**src/rtl/mem_arbiter.sv**
```systemverilog
// Two-port arbiter sharing one fixed-latency memory between the fetch (IF) and
// memory-access (D) stages; alternates grants under contention and drives stalls.
module mem_arbiter #(
  parameter int unsigned AW  = 32,
  parameter int unsigned DW  = 32,
  parameter int unsigned LAT = 2
) (
  input  logic          clk,
  input  logic          rst,
  input  logic          if_req,
  input  logic [AW-1:0] if_addr,
  output logic [DW-1:0] if_rdata,
  output logic          if_ack,
  output logic          if_stall,
  input  logic          d_req,
  input  logic          d_we,
  input  logic [AW-1:0] d_addr,
  input  logic [DW-1:0] d_wdata,
  output logic [DW-1:0] d_rdata,
  output logic          d_ack,
  output logic          d_stall,
  output logic          m_en,
  output logic          m_we,
  output logic [AW-1:0] m_addr,
  output logic [DW-1:0] m_wdata,
  input  logic [DW-1:0] m_rdata
);

  typedef enum logic {IDLE, BUSY} state_t;
  typedef enum logic {PORT_IF, PORT_D} port_t;

  state_t     state, state_nx;
  port_t      sel, last;
  logic [2:0] cnt;
  logic       wr;
  logic       elig_if, elig_d, grant, gnt_d, done;

  always_ff @(posedge clk or negedge rst) begin
    if (!rst) state <= IDLE;
    else      state <= state_nx;
  end

  always_comb begin
    state_nx = state;
    case (state)
      IDLE:    if (grant) state_nx = BUSY;
      BUSY:    if (done)  state_nx = IDLE;
      default: state_nx = IDLE;
    endcase
  end

  // A port whose ack is high this cycle is about to drop its request, so it is
  // masked out of arbitration to avoid a spurious re-grant.
  always_comb begin
    elig_if  = if_req & ~if_ack;
    elig_d   = d_req & ~d_ack;
    grant    = (state == IDLE) & (elig_if | elig_d);
    gnt_d    = elig_d & (~elig_if | (last == PORT_IF));
    done     = (state == BUSY) & (cnt == '0);
    if_stall = if_req & ~if_ack;
    d_stall  = d_req & ~d_ack;
  end

  always_ff @(posedge clk or negedge rst) begin
    if (!rst) begin
      sel      <= PORT_IF;
      last     <= PORT_IF;
      cnt      <= '0;
      wr       <= 1'b0;
      m_en     <= 1'b0;
      m_we     <= 1'b0;
      m_addr   <= '0;
      m_wdata  <= '0;
      if_ack   <= 1'b0;
      d_ack    <= 1'b0;
      if_rdata <= '0;
      d_rdata  <= '0;
    end else begin
      m_en   <= 1'b0;
      m_we   <= 1'b0;
      if_ack <= 1'b0;
      d_ack  <= 1'b0;
      if (grant) begin
        sel     <= gnt_d ? PORT_D : PORT_IF;
        last    <= gnt_d ? PORT_D : PORT_IF;
        wr      <= gnt_d & d_we;
        m_en    <= 1'b1;
        m_we    <= gnt_d & d_we;
        m_addr  <= gnt_d ? d_addr : if_addr;
        m_wdata <= d_wdata;
        cnt     <= 3'(LAT);
      end else if (state == BUSY) begin
        if (cnt != '0) cnt <= cnt - 3'd1;
        if (done) begin
          if (sel == PORT_D) begin
            d_ack <= 1'b1;
            if (!wr) d_rdata <= m_rdata;
          end else begin
            if_ack <= 1'b1;
            if (!wr) if_rdata <= m_rdata;
          end
        end
      end
    end
  end

endmodule

```
**config.mk**
```make
export PLATFORM = sky130hd
export DESIGN_NAME = mem_arbiter
export DESIGN_NICKNAME = d
export VERILOG_FILES = /design/src/rtl/mem_arbiter.sv
export SDC_FILE = /design/constraint.sdc
export NUM_CORES = 1
export LEC_CHECK = 0
export ABC_AREA = 1
export BUFFER_PORTS_ARGS = -buffer_cell sky130_fd_sc_hd__buf_2
export CAP_MARGIN = 20
export CELL_PAD_IN_SITES_DETAIL_PLACEMENT = 0
export CELL_PAD_IN_SITES_GLOBAL_PLACEMENT = 2
export CORE_UTILIZATION = 27
export DETAILED_ROUTE_END_ITERATION = 10
export GPL_TIMING_DRIVEN = 0
export PLACE_DENSITY = 0.83
export SLEW_MARGIN = 20
export SYNTH_ARGS = -nofsm -noshare
export SYNTH_HDL_FRONTEND = slang
export SYNTH_SLANG_ARGS = --single-unit
```
**constraint.sdc**
```tcl
create_clock -name clk -period 2.3 [get_ports clk]
set_input_delay 0.46 -clock clk [delete_from_list [all_inputs] [get_ports clk]]
set_output_delay 0.46 -clock clk [all_outputs]
set_load 0.02 [all_outputs]
```
# Yosys cells after proc, flatten, opt, wreduce, memory -nomap -nowiden
# Cells that the tools add are included.
# classes
add_sub_neg	1
n_mux	17
bitwise	15
n_reduce_logical	7
# ops
operator	n
2-to-1 mux 32 bit	1
2-to-1 mux 1 bit	12
AND reduction 5 bit	2
2-to-1 mux 3 bit	3
NOT 1 bit	7
AND 1 bit	6
nonzero test 2 bit	2
logical NOT 3 bit	1
nonzero test 3 bit	1
subtractor 3 x 1 -> 3 bit, second input constant	1
bitwise OR 1 bit	2
case mux 1 bit (2 select lines)	1
AND reduction 2 bit	1
# totals
reg_bits	138
inputBits	133
out_inout_bits	134
word_cells	52

# Logic depth before layout (Yosys ltp)
# Gate-level depths: netlist (run 1).
# depth
ltp_word	7
ltp_mapped	9
depth_no_buf	8

# Worst setup path after synthesis (run 1)
# No wires, ideal clock.
# synth_path
path_kind	register -> register
from	register cnt[0]
to	register if_rdata[10]
setup_time_ns	0.130
t_arrival_ns	1.352
required_time_ns	2.170
path_slack_ns	0.818
stages_incl_launch_ff	10
n_path_buf	1
period_less_slack_ns	1.482
cell_sequence	dfrtp_1 -> inv_1 -> ha_1 -> ha_1 -> nand2_1 -> nor2_1 -> nand2_2 -> clkbuf_1 -> nand2_1 -> o21ai_0
# synth_between
elab_chain_len	3
# synth_rtl
element	line	rtl
start, declared	34	logic [2:0] cnt;
start signal, assigned	91	cnt <= 3'(LAT);
start signal, assigned	93	if (cnt != '0) cnt <= cnt - 3'd1;
logical NOT 3 bit	59	done = (state == BUSY) & (cnt == '0);
AND 1 bit	59	
AND reduction 5 bit (no line)	--	
end signal, assigned	100	if (!wr) if_rdata <= m_rdata;
end, declared	12	output logic [DW-1:0] if_rdata,
# No other way between the ends.
# A chain may end at the register's enable or synchronous reset.

# Worst setup path in the final report (run 1)
# layout_path
from	register d_ack
to	output port d_stall
# layout_between
elab_chain_len	2
# layout_rtl
element	line	rtl
start, declared	20	output logic d_ack,
start signal, assigned	75	d_ack <= 1'b0;
start signal, assigned	82	d_ack <= 1'b0;
start signal, assigned	96	d_ack <= 1'b1;
NOT 1 bit	61	d_stall = d_req & ~d_ack;
AND 1 bit	61	
end, declared	21	output logic d_stall,
# No other way between the ends.

==> out/summary.txt, run 1 <==
Critical path class = flip-flop to output port
Sw Share = 43.0%
Clk_skew = 0.00929 ns
Period Utilization, post-route = 90.0%
Fraction of registers with async set/reset = 100%
Post-Syn Instances = 693
IO Count = 267
Endpoint type of the worst setup path = output port
Synthesized net count = 828
Clock transition at path regs = 0.06 ns
Cell taking the most area after synthesis = dfrtp_1
Post-synth EDFFs = 0
Total CTS buffers = 17
Initial antenna violation count = 1
Top_reg_cell synth = dfrtp_1
Post-DP Area = 7490 sq um
Clock power share = 23.0%
Synthesized area per cell = 8.34 sq um
Power density cells = 1500 nW/um^2
Max clock buf depth = 2
Chip Width = 148 microns
Comb power frac = 42.4%
Iteration-0 DRC count of the detailed router = 209
Remaining DRCs = 0
Final wirelength = 17.8 mm
F_max = 483 MHz
Pint = 0.00695 W
List of most frequent post-synthesis cells = nand2_1, dfrtp_1, inv_1
Worst-Skew Late Latency = 0.42 ns
Critical Path Source Type = flip-flop
YS warnings = 0
Distinct cells, synth = 15
Max VDD drop = 0.000427 V
P_sw = 0.00524 W
Crit-path most repeated cell = buf_2
Minimum period implied by the final worst setup slack = 2.07 ns
First-pass GRT wire length = 28.0 mm
Core box area = 21000 sq um
Finish-stage setup viols = 0
CTS H-tree depth = 4
Total grt overflow = 0
Row Count = 53
Outcome = completed
Synth area leaders = dfrtp_1, nand2_1, inv_1
Reg power frac = 34.6%
Final #Nets = 1115
MaxCap Viol Count = 0
Finished Core Util = 38.6%
Hold_ws = 0.231 ns
Initial Util = 27.5%
# resized after CTS = 0
Input/output buffers = 266
CTS tree = done
Placed cell count = 1235
CP required = 1.84 ns
Post-DRT Antenna Nets = 0
Final Hold Vio Count = 0
Seq/Total Area, Yosys = 59.8%
Die H = 148 microns
Worst Hold Class = input port to flip-flop
CP Cell Sequence = nor2_2, buf_2, buf_2
Slew HR = 64.0%
Post-DP HPWL = 13.0 mm
Slowest cell delay on critical path = 0.40 ns
Share of layout cells above drive strength 1 = 32.3%
DR pass1 iterations = 5
CP arrival = 1.61 ns
Crit path max fanout = 10
Layout Cells excl Fill = 1269
Overall routing resource usage = 16.7%
Mapped Area = 5780 sq um
# hold bufs at CTS = 1
Design area = 8100 sq um
Count leader, synth = nand2_1
Placer Congestion = 0.743
CTS sink cnt = 138
Largest net degree at the start of global routing = 87
Unrepaired setup endpoints after global routing = false
Area fraction of the dominant cell type after synthesis = 59.8%
Vias = 5338
Final-layout fill cell count = 2242
Setup TNS = 0 ns
Leakage Power = 4.79 nW
Yosys reg bits = 138
Post-CTS setup buffers = 0
Vias per std cell = 4.21
Average wire per standard cell = 14.0 microns
Vias in the first global route = 5231
Worst-Margin Slew = 0.540 ns
CP max-delay cell = dfrtp_1
Slew Viols, Final = 0
Area grow syn2layout = 40.2%
Total die area = 22000 sq um
Root Buffer = clkbuf_16
## worst max-delay path: cells and delay by family (launching register included)
family,cells,cell delay [ns]
AND/OR/NAND/NOR,1,0.29
flip-flops,1,0.40
buffers and inverters,2,0.50
## per-stage QoR
| stage | power (W) | worst slack [ns] |
|---|---|---|
| after floorplan | 0.00743 | 0.818 |
| after global placement | 0.00945 | -1.38 |
| after detailed placement | 0.00952 | 0.425 |
| after CTS | 0.0124 | 0.187 |
| after global routing | 0.0131 | 0.111 |
| final | 0.0122 | 0.231 |
## final timing paths
check | from | to | slack (ns) | cells past startpoint
setup / recovery | d_ack | d_stall | 0.23 | 3
hold / removal | d_wdata[0] | m_wdata[0] | 0.23 | 3
setup reg to reg | cnt[0] | if_rdata[16] | 0.46 | 8
hold reg to reg | m_addr[8] | m_addr[8] | 0.47 | 2
max in group asynchronous | rst | if_rdata[25] | 1.00 | 3
min in group asynchronous | rst | m_wdata[3] | 0.53 | 2
## cell families (layout without fill, tap and decap cells)
| kind of cell | after synthesis | after routing | share of synthesized area (%) |
|---|---|---|---|
| simple gates | 339 | 339 | 23.7 |
| flops | 138 | 138 | 59.8 |
| compound gates | 69 | 69 | 6.02 |
| fa+ha+maj | 2 | 2 | 0.433 |
| buf+inv | 145 | 445 | 10.1 |
| other cells | 0 | 1 | 0 |
## layer usage
| metal | track usage, % | share of wire (%) |
|---|---|---|
| met1 | 21.1 | 45 |
| met2 | 26.9 | 48 |
| met3 | 4.94 | 6.2 |
| met4 | 5.82 | 1.5 |
| met5 | 0 | 0 |
## cell usage in the layout (no fill, tap or decap), drive strengths merged, types with 3 or more instances in the layout
| master | netlist | routed |
|---|---|---|
| buf | 16 | 283 |
| dfrtp | 138 | 138 |
| inv | 110 | 117 |
| nor2 | 4 | 4 |
| clkbuf | 19 | 37 |
| clkinvlp | 0 | 3 |
| o21ai | 68 | 68 |
| nand2 | 268 | 268 |
| nand3 | 67 | 67 |
## registers in the layout, summed over array words and instances, names as in the netlist
signal    cells
d_rdata      32
if_rdata     32
m_addr       32
m_wdata      32
cnt           3
d_ack         1
if_ack        1
last          1
m_en          1
m_we          1
state         1
wr            1
## power by group through the flow
stage	combinational (W)	clock, W	sequential, W
finish	0.00517	0.00280	0.00422
global placement	0.00522	0	0.00423
global route	0.00575	0.00299	0.00438
floorplan	0.00177	0	0.00567
detailed placement	0.00527	0	0.00425
CTS	0.00527	0.00290	0.00423
## area by class of cell
| cell class | count | area (sq um) | share of cell area, % |
|---|---|---|---|
| timing repair buffer | 268 | 1380 | 17.0 |
| clock inverter | 14 | 160 | 1.98 |
| inverter | 110 | 413 | 5.09 |
| buffer | 35 | 171 | 2.12 |
| clock buffer | 18 | 439 | 5.42 |
| antenna | 1 | 2.50 | 0.0309 |
| tap | 275 | 344 | 4.25 |
| sequential | 138 | 3450 | 42.6 |
| multi-input combinational | 410 | 1740 | 21.5 |
(Power assumes the default switching activity.)
==> run 2, diff against run 1 <==
ABC_AREA = default   (was 1)
CORE_UTILIZATION = 29   (was 27)
RECOVER_POWER = 100   (was default)
==> run 2 against run 1 <==
Against the previous run:
- the flow now finishes with violations (max-capacitance violations, max-slew violations)
- wire length fell by 13%
- clock skew rose by 0.0021 ns
- global-route usage fell by 0.33 points
- critical path type is now flip-flop to flip-flop
- largest cell class unchanged
==> out/summary.txt, run 2 <==
Outcome = finished with violations (was completed)
Violated checks = max-capacitance violations, max-slew violations
Placed cell count = 985 (was 1235)
Largest net degree at the start of global routing = 75 (was 87)
Vias in the first global route = 4612 (was 5231)
Mapped Area = 5550 sq um (was 5780 sq um)
Finished Core Util = 40.0% (was 38.6%)
Commonest non-fill, non-tap cell in the layout = clkbuf_1 (was buf_2)
Seq/Total Area, Yosys = 62.2% (was 59.8%)
Worst-Skew Late Latency = 0.42 ns (about the same)
Root Buffer = clkbuf_16 (unchanged)
Remaining DRCs = 0 (unchanged)
Comb power frac = 41.2% (was 42.4%)
Vias = 4479 (was 5338)
CTS H-tree depth = 4 (unchanged)
Slew HR = -15.1% (was 64.0%)
Total CTS buffers = 17 (unchanged)
P_sw = 0.00506 W (was 0.00524 W)
Initial Util = 29.7% (was 27.5%)
First-pass GRT wire length = 24.8 mm (was 28.0 mm)
MaxCap Viol Count = 1 (was 0)
DR pass1 iterations = 4 (was 5)
Max clock buf depth = 2 (unchanged)
Multiplexer area fraction after synthesis = 15.0% (was 0%)
Total grt overflow = 0 (unchanged)
Critical path class = flip-flop to flip-flop (was flip-flop to output port)
Final wirelength = 15.5 mm (was 17.8 mm)
Minimum period implied by the final worst setup slack = 2.04 ns (was 2.07 ns)
Final Hold Vio Count = 0 (unchanged)
Endpoint type of the worst setup path = flip-flop (was output port)
Slew Viols, Final = 65 (was 0)
Most frequent cells in the layout = clkbuf_1, dfrtp_1, buf_2 (was buf_2, nand2_1, dfrtp_1)
Post-CTS setup buffers = 0 (unchanged)
Met2 routed WL = 7.17 mm (was 8.48 mm)
Post-Synth Simple-Gate Area = 12.1% (was 23.7%)
Ant diodes = 0 (was 1)
# resized after CTS = 0 (unchanged)
Iteration-0 DRC count of the detailed router = 150 (was 209)
Area grow syn2layout = 34.7% (was 40.2%)
Overall routing resource usage = 16.3% (was 16.7%)
Input/output buffers = 266 (unchanged)
Vias per std cell = 4.40 (was 4.21)
Top_reg_cell synth = dfrtp_1 (unchanged)
Distinct cells, synth = 23 (was 15)
Clk_skew = 0.0113 ns (was 0.00929 ns)
Max VDD drop = 0.000527 V (was 0.000427 V)
Pint = 0.00662 W (was 0.00695 W)
Worst Hold Class = input port to flip-flop (unchanged)
CTS tree = done (unchanged)
Clock transition at path regs = 0.07 ns (was 0.06 ns)
Total Power = 0.0117 W (was 0.0122 W)
YS warnings = 0 (unchanged)
Post-synth EDFFs = 0 (unchanged)
# hold bufs at CTS = 0 (was 1)
Synthesized net count = 619 (was 828)
XOR/XNOR Fraction of Synth Area = 0% (unchanged)
Count leader, synth = dfrtp_1 (was nand2_1)
Share of layout cells above drive strength 1 = 27.3% (was 32.3%)
Post-Syn Instances = 484 (was 693)
F_max = 490 MHz (was 483 MHz)
Synthesized area per cell = 11.5 sq um (was 8.34 sq um)
Metal3 WL = 1.11 mm (about the same)
Total die area = 19700 sq um (was 22000 sq um)
Fraction of registers with async set/reset = 100% (unchanged)
Row Count = 50 (was 53)
Layout Cells excl Fill = 1017 (was 1269)
Final #Nets = 905 (was 1115)
Unrepaired setup endpoints after global routing = false (unchanged)
Initial antenna violation count = 0 (was 1)
CP required = 2.65 ns (was 1.84 ns)
CTS sink cnt = 138 (unchanged)
Clock power share = 22.2% (was 23.0%)
Reg power frac = 36.6% (was 34.6%)
Worst-Margin Slew = 1.73 ns (was 0.540 ns)
Synth area leaders = dfrtp_1, nand2_1, mux2_4 (was dfrtp_1, nand2_1, inv_1)
Post-DRT Antenna Nets = 0 (unchanged)
CP arrival = 2.39 ns (was 1.61 ns)
Leakage Power = 3.58 nW (was 4.79 nW)
Synth Area in Compound Gates = 6.80% (was 6.02%)
Synth Area in Adders = 0.451% (was 0.433%)
Period Utilization, post-route = 88.7% (was 90.0%)
Chip Width = 140 microns (was 148 microns)
Area fraction of the dominant cell type after synthesis = 62.2% (was 59.8%)
Post-DP HPWL = 11.3 mm (was 13.0 mm)
Die H = 140 microns (was 148 microns)
Uppermost layer routed = met4 (unchanged)
Finish-stage setup viols = 0 (unchanged)
IO Count = 267 (unchanged)
Wl on met1 = 7.07 mm (was 7.91 mm)
Yosys reg bits = 138 (unchanged)
Cell taking the most area after synthesis = dfrtp_1 (unchanged)
Critical Path Source Type = flip-flop (unchanged)
Crit path max fanout = 10 (unchanged)
List of most frequent post-synthesis cells = dfrtp_1, nand2_1, a21oi_1 (was nand2_1, dfrtp_1, inv_1)
Average wire per standard cell = 15.2 microns (was 14.0 microns)
Main combinational cell family by area after synthesis = multiplexers (was simple AND/OR/NAND/NOR gates)
Core box area = 18700 sq um (was 21000 sq um)
Placer Congestion = 0.773 (was 0.743)
Power density cells = 1560 nW/um^2 (was 1500 nW/um^2)
Sw Share = 43.3% (was 43.0%)
-- run 2: through the flow --
stage	TNS [ns]	setup slack [ns]	hold WS [ns]	instance area, sq um
2_1_floorplan	0	0.585	0.164	5550
3_3_place_gp	-194.49	-1.42	0.453	7180
3_5_place_dp	0	0.294	0.457	7210
4_1_cts	0	0.283	0.00299	7770
5_1_grt	0	0.0913	0.214	7480
6_report	0	0.261	0.228	7480
-- run 2: final timing paths --
check | endpoint | cells after the start | slack [ns] | start
worst max register to register | m_wdata[8] | 8 | 0.26 | d_ack
worst min-delay path | m_wdata[30] | 3 | 0.23 | d_wdata[30]
worst max-delay path | m_wdata[8] | 8 | 0.26 | d_ack
worst min register to register | m_wdata[2] | 2 | 0.47 | m_wdata[2]
max in group asynchronous | if_rdata[4] | 2 | 0.70 | rst
min in group asynchronous | if_rdata[16] | 1 | 0.50 | rst
-- run 2: layout make-up --
type | instances | area [sq um]
multi-input cells | 312 | 1810
well taps | 234 | 293
clock buffers | 17 | 425
clock inverters | 15 | 133
fillers | 1974 | 11200
flip-flops and latches | 138 | 3450
repair buffers | 267 | 1190
inverters | 6 | 22.5
plain buffers | 28 | 150
-- run 2: worst max-delay path, cell delays in order (launching register included) --
cell and delay [ns]:
dfrtp_1 0.38, nand2b_1 0.26, a21o_1 0.22, buf_2 0.18, inv_1 0.08, clkbuf_2 0.27
clkbuf_1 0.41, nand2_1 0.11, nand2_1 0.07
-- run 2: metal layers --
layer | up-vias | global-route usage [%]
met5 | - | 0
met2 | 184 | 26.1
met4 | 0 | 5.49
li1 | 2170 | -
met1 | 2116 | 20.8
met3 | 9 | 5.26
-- run 2: power groups by stage --
stage | clock network [W] | logic, W | registers [W]
3_3_place_gp | 0 | 0.00545 | 0.00425
5_1_grt | 0.00277 | 0.00530 | 0.00445
3_5_place_dp | 0 | 0.00548 | 0.00429
4_1_cts | 0.00267 | 0.00549 | 0.00426
2_1_floorplan | 0 | 0.00208 | 0.00569
6_report | 0.00259 | 0.00481 | 0.00428
-- run 2: kinds of logic (layout without fill, tap and decap cells) --
group	Yosys count	after routing
flops	138	138
mux	64	64
simple gates	173	173
buf+inv	34	333
fa+ha+maj	2	2
compound gates	73	73
==> run 3, diff against run 2 <==
CORE_UTILIZATION = 25   (was 29)
PLACE_DENSITY = 0.75   (was 0.83)
clock period = 1.87 ns   (was 2.3 ns; I/O delays follow)
==> run 3 against run 2 <==
Against the previous run:
- first-iteration DRC count decreased by 18%
- wire length increased by 6.6%
- cell count increased by 5.2%
- largest cell class unchanged
- critical endpoint is now d_rdata[5]
- the run now ends clean
- sequential power increased by 24%
- non-clock buffer count increased by 7
- clock skew decreased by 0.0031 ns
- total power increased by 30%
- design area increased by 5.2%
- via count increased by 1.9%
- worst setup slack got worse by 0.18 ns
- combinational power increased by 35%
==> out/summary.txt, run 3 (synthesized netlist as in run 2, its figures left out) <==
Outcome = completed (was finished with violations)
Commonest non-fill, non-tap cell in the layout = dfrtp_1 (was clkbuf_1)
CP required = 2.17 ns (was 2.65 ns)
Worst Hold Class = input port to flip-flop (unchanged)
Row Count = 54 (was 50)
Clock transition at path regs = 0.07 ns (about the same)
First-pass GRT wire length = 24.3 mm (was 24.8 mm)
Post-DP Area = 7270 sq um (was 7210 sq um)
Ant diodes = 0 (unchanged)
Most frequent cells in the layout = dfrtp_1, buf_2, clkbuf_1 (was clkbuf_1, dfrtp_1, buf_2)
Slew Viols, Final = 0 (was 65)
Placer Congestion = 0.716 (was 0.773)
Initial antenna violation count = 0 (unchanged)
Initial Util = 25.4% (was 29.7%)
Clk_skew = 0.00823 ns (was 0.0113 ns)
Slew HR = 42.3% (was -15.1%)
Final worst slack = 0.0782 ns (was 0.261 ns)
Uppermost layer routed = met4 (unchanged)
Leakage Power = 3.84 nW (was 3.58 nW)
CTS tree = done (unchanged)
CTS H-tree depth = 4 (unchanged)
Unrepaired setup endpoints after global routing = false (unchanged)
Final #Nets = 912 (was 905)
Overall routing resource usage = 14.1% (was 16.3%)
Root Buffer = clkbuf_16 (unchanged)
Largest net degree at the start of global routing = 93 (was 75)
Slowest cell delay on critical path = 0.35 ns (was 0.41 ns)
Share of layout cells above drive strength 1 = 33.7% (was 27.3%)
Worst hold path depth = 3 (unchanged)
Core box area = 21800 sq um (was 18700 sq um)
Area of the multi-input gates = 1930 sq um (was 1810 sq um)
R2R Path End = d_rdata[5] (was m_wdata[8])
DR pass1 iterations = 4 (unchanged)
Metal3 WL = 1.56 mm (was 1.11 mm)
Buf/Inv on CP = 3 (was 4)
Final-layout fill cell count = 2271 (was 1974)
Met2 routed WL = 7.78 mm (was 7.17 mm)
Total die area = 22800 sq um (was 19700 sq um)
CP max-delay cell = dfrtp_1 (was clkbuf_1)
CP top delay family = buffers and inverters (unchanged)
CP arrival = 2.09 ns (was 2.39 ns)
Post-DRT Antenna Nets = 0 (unchanged)
Period Utilization, post-route = 95.8% (was 88.7%)
Max clock buf depth = 2 (unchanged)
Setup slack, reg-to-reg = 0.08 ns (was 0.26 ns)
Area grow syn2layout = 41.6% (was 34.7%)
Hold path endpoint = m_wdata[22] (was m_wdata[30])
Minimum period implied by the final worst setup slack = 1.79 ns (was 2.04 ns)
Input/output buffers = 266 (unchanged)
Average wire per standard cell = 15.4 microns (was 15.2 microns)
Register area = 3450 sq um (unchanged)
IO Count = 267 (unchanged)
HP Start = d_wdata[22] (was d_wdata[30])
Crit-path most repeated cell = ha_2 (was nand2_1)
Total CTS buffers = 17 (unchanged)
Worst reg-to-reg path cell count = 8 (unchanged)
Iteration-0 DRC count of the detailed router = 123 (was 150)
MaxCap Viol Count = 0 (was 1)
Die H = 151 microns (was 140 microns)
Setup WS pre-CTS = -0.157 ns (was 0.294 ns)
Wl on met1 = 7.07 mm (about the same)
Vias per std cell = 4.27 (was 4.40)
Power density cells = 1930 nW/um^2 (was 1560 nW/um^2)
Crit path max fanout = 6 (was 10)
F_max = 558 MHz (was 490 MHz)
Post-DP HPWL = 11.9 mm (was 11.3 mm)
Worst-Margin Slew = 0.866 ns (was 1.73 ns)
Worst-Skew Late Latency = 0.42 ns (about the same)
CTS sink cnt = 138 (unchanged)
Vias in the first global route = 4395 (was 4612)
CP Cell Sequence = inv_1, ha_2, ha_2, and3_1, nand2b_1, buf_6, buf_4, mux2_4 (was nand2b_1, a21o_1, buf_2, inv_1, clkbuf_2, clkbuf_1, nand2_1, nand2_1)
Final wirelength = 16.5 mm (was 15.5 mm)
Vias = 4565 (was 4479)
Critical path class = flip-flop to flip-flop (unchanged)
Remaining DRCs = 0 (unchanged)
Chip Width = 151 microns (was 140 microns)
Total grt overflow = 0 (unchanged)
Reg-to-Reg Start = cnt[0] (was d_ack)
Design area = 7860 sq um (was 7480 sq um)
Endpoint type of the worst setup path = flip-flop (unchanged)
Finish-stage setup viols = 0 (unchanged)
Final Hold Vio Count = 0 (unchanged)
Critical Path Source Type = flip-flop (unchanged)
Max VDD drop = 0.000609 V (was 0.000527 V)
-- run 3: cell count changes in the layout (fill, tap and decap cells not counted), moves of 2 or more --
cell	previous run	this run
clkinvlp_4	3	1
mux2_1	29	3
ha_1	2	0
clkbuf_2	3	8
buf_4	4	9
mux2_4	3	29
buf_6	3	5
ha_2	0	2
buf_12	0	6
clkinv_2	2	0
clkinv_8	1	6
clkbuf_1	149	135
-- run 3: repair_timing --
action,in CTS,in global routing
hold buffers,1,0
gates resized for setup,18,20
endpoints found under the hold margin,46,0
cloned,0,1
setup endpoints to repair,87,98
setup buffers,1,4
pin swaps,1,2
-- run 3: cell type report --
type / instances / share of cell area, %
buffer: 28 / 3.18
timing repair buffer: 274 / 15.9
clock inverter: 15 / 2.29
inverter: 6 / 0.286
multi-input combinational: 312 / 24.5
clock buffer: 17 / 5.41
tap: 280 / 4.46
sequential: 138 / 43.9
-- run 3: worst min-delay path, stage by stage --
cell,delay (ns)
buf_2,0.07
nand2_1,0.04
nand2_1,0.04
-- run 3: worst max-delay path by stage --
stage | from | end | slack, ns | cells after the start
after floorplan | cnt[0] | d_rdata[0] | 0.15 | 8
after global placement | rst | m_addr[27] | -1.77 | 1
after CTS | cnt[0] | if_rdata[20] | 0.002 | 8
after global routing | rst | if_rdata[8] | 0.006 | 3
after detailed placement | cnt[0] | if_rdata[26] | -0.16 | 7
final | cnt[0] | d_rdata[5] | 0.08 | 8
-- run 3: report_power, final --
| part | internal [W] | total, W | switching [W] |
|---|---|---|---|
| clock | 0.00181 | 0.00338 | 0.00157 |
| sequential | 0.00447 | 0.00529 | 0.000816 |
| combinational | 0.00238 | 0.00651 | 0.00414 |
-- run 3: per-layer routing --
metal / track usage, % / up-vias
li1: - / 2187
met1: 17.0 / 2190
met2: 23.4 / 183
met3: 5.96 / 5
met4: 3.00 / 0
met5: 0 / -
-- run 3: per-stage QoR --
step	std cells	power, W	utilization (%)	TNS (ns)	hold WS (ns)
global route	1070	0.0162	36.0	0	0.134
global placement	1030	0.0120	33.1	-247.78	0.454
CTS	1065	0.0157	36.5	0	0.123
finish	1070	0.0152	36.0	0	0.145
floorplan	484	0.00956	-	0	0.0784
detailed placement	1031	0.0121	33.3	-5.71	0.311
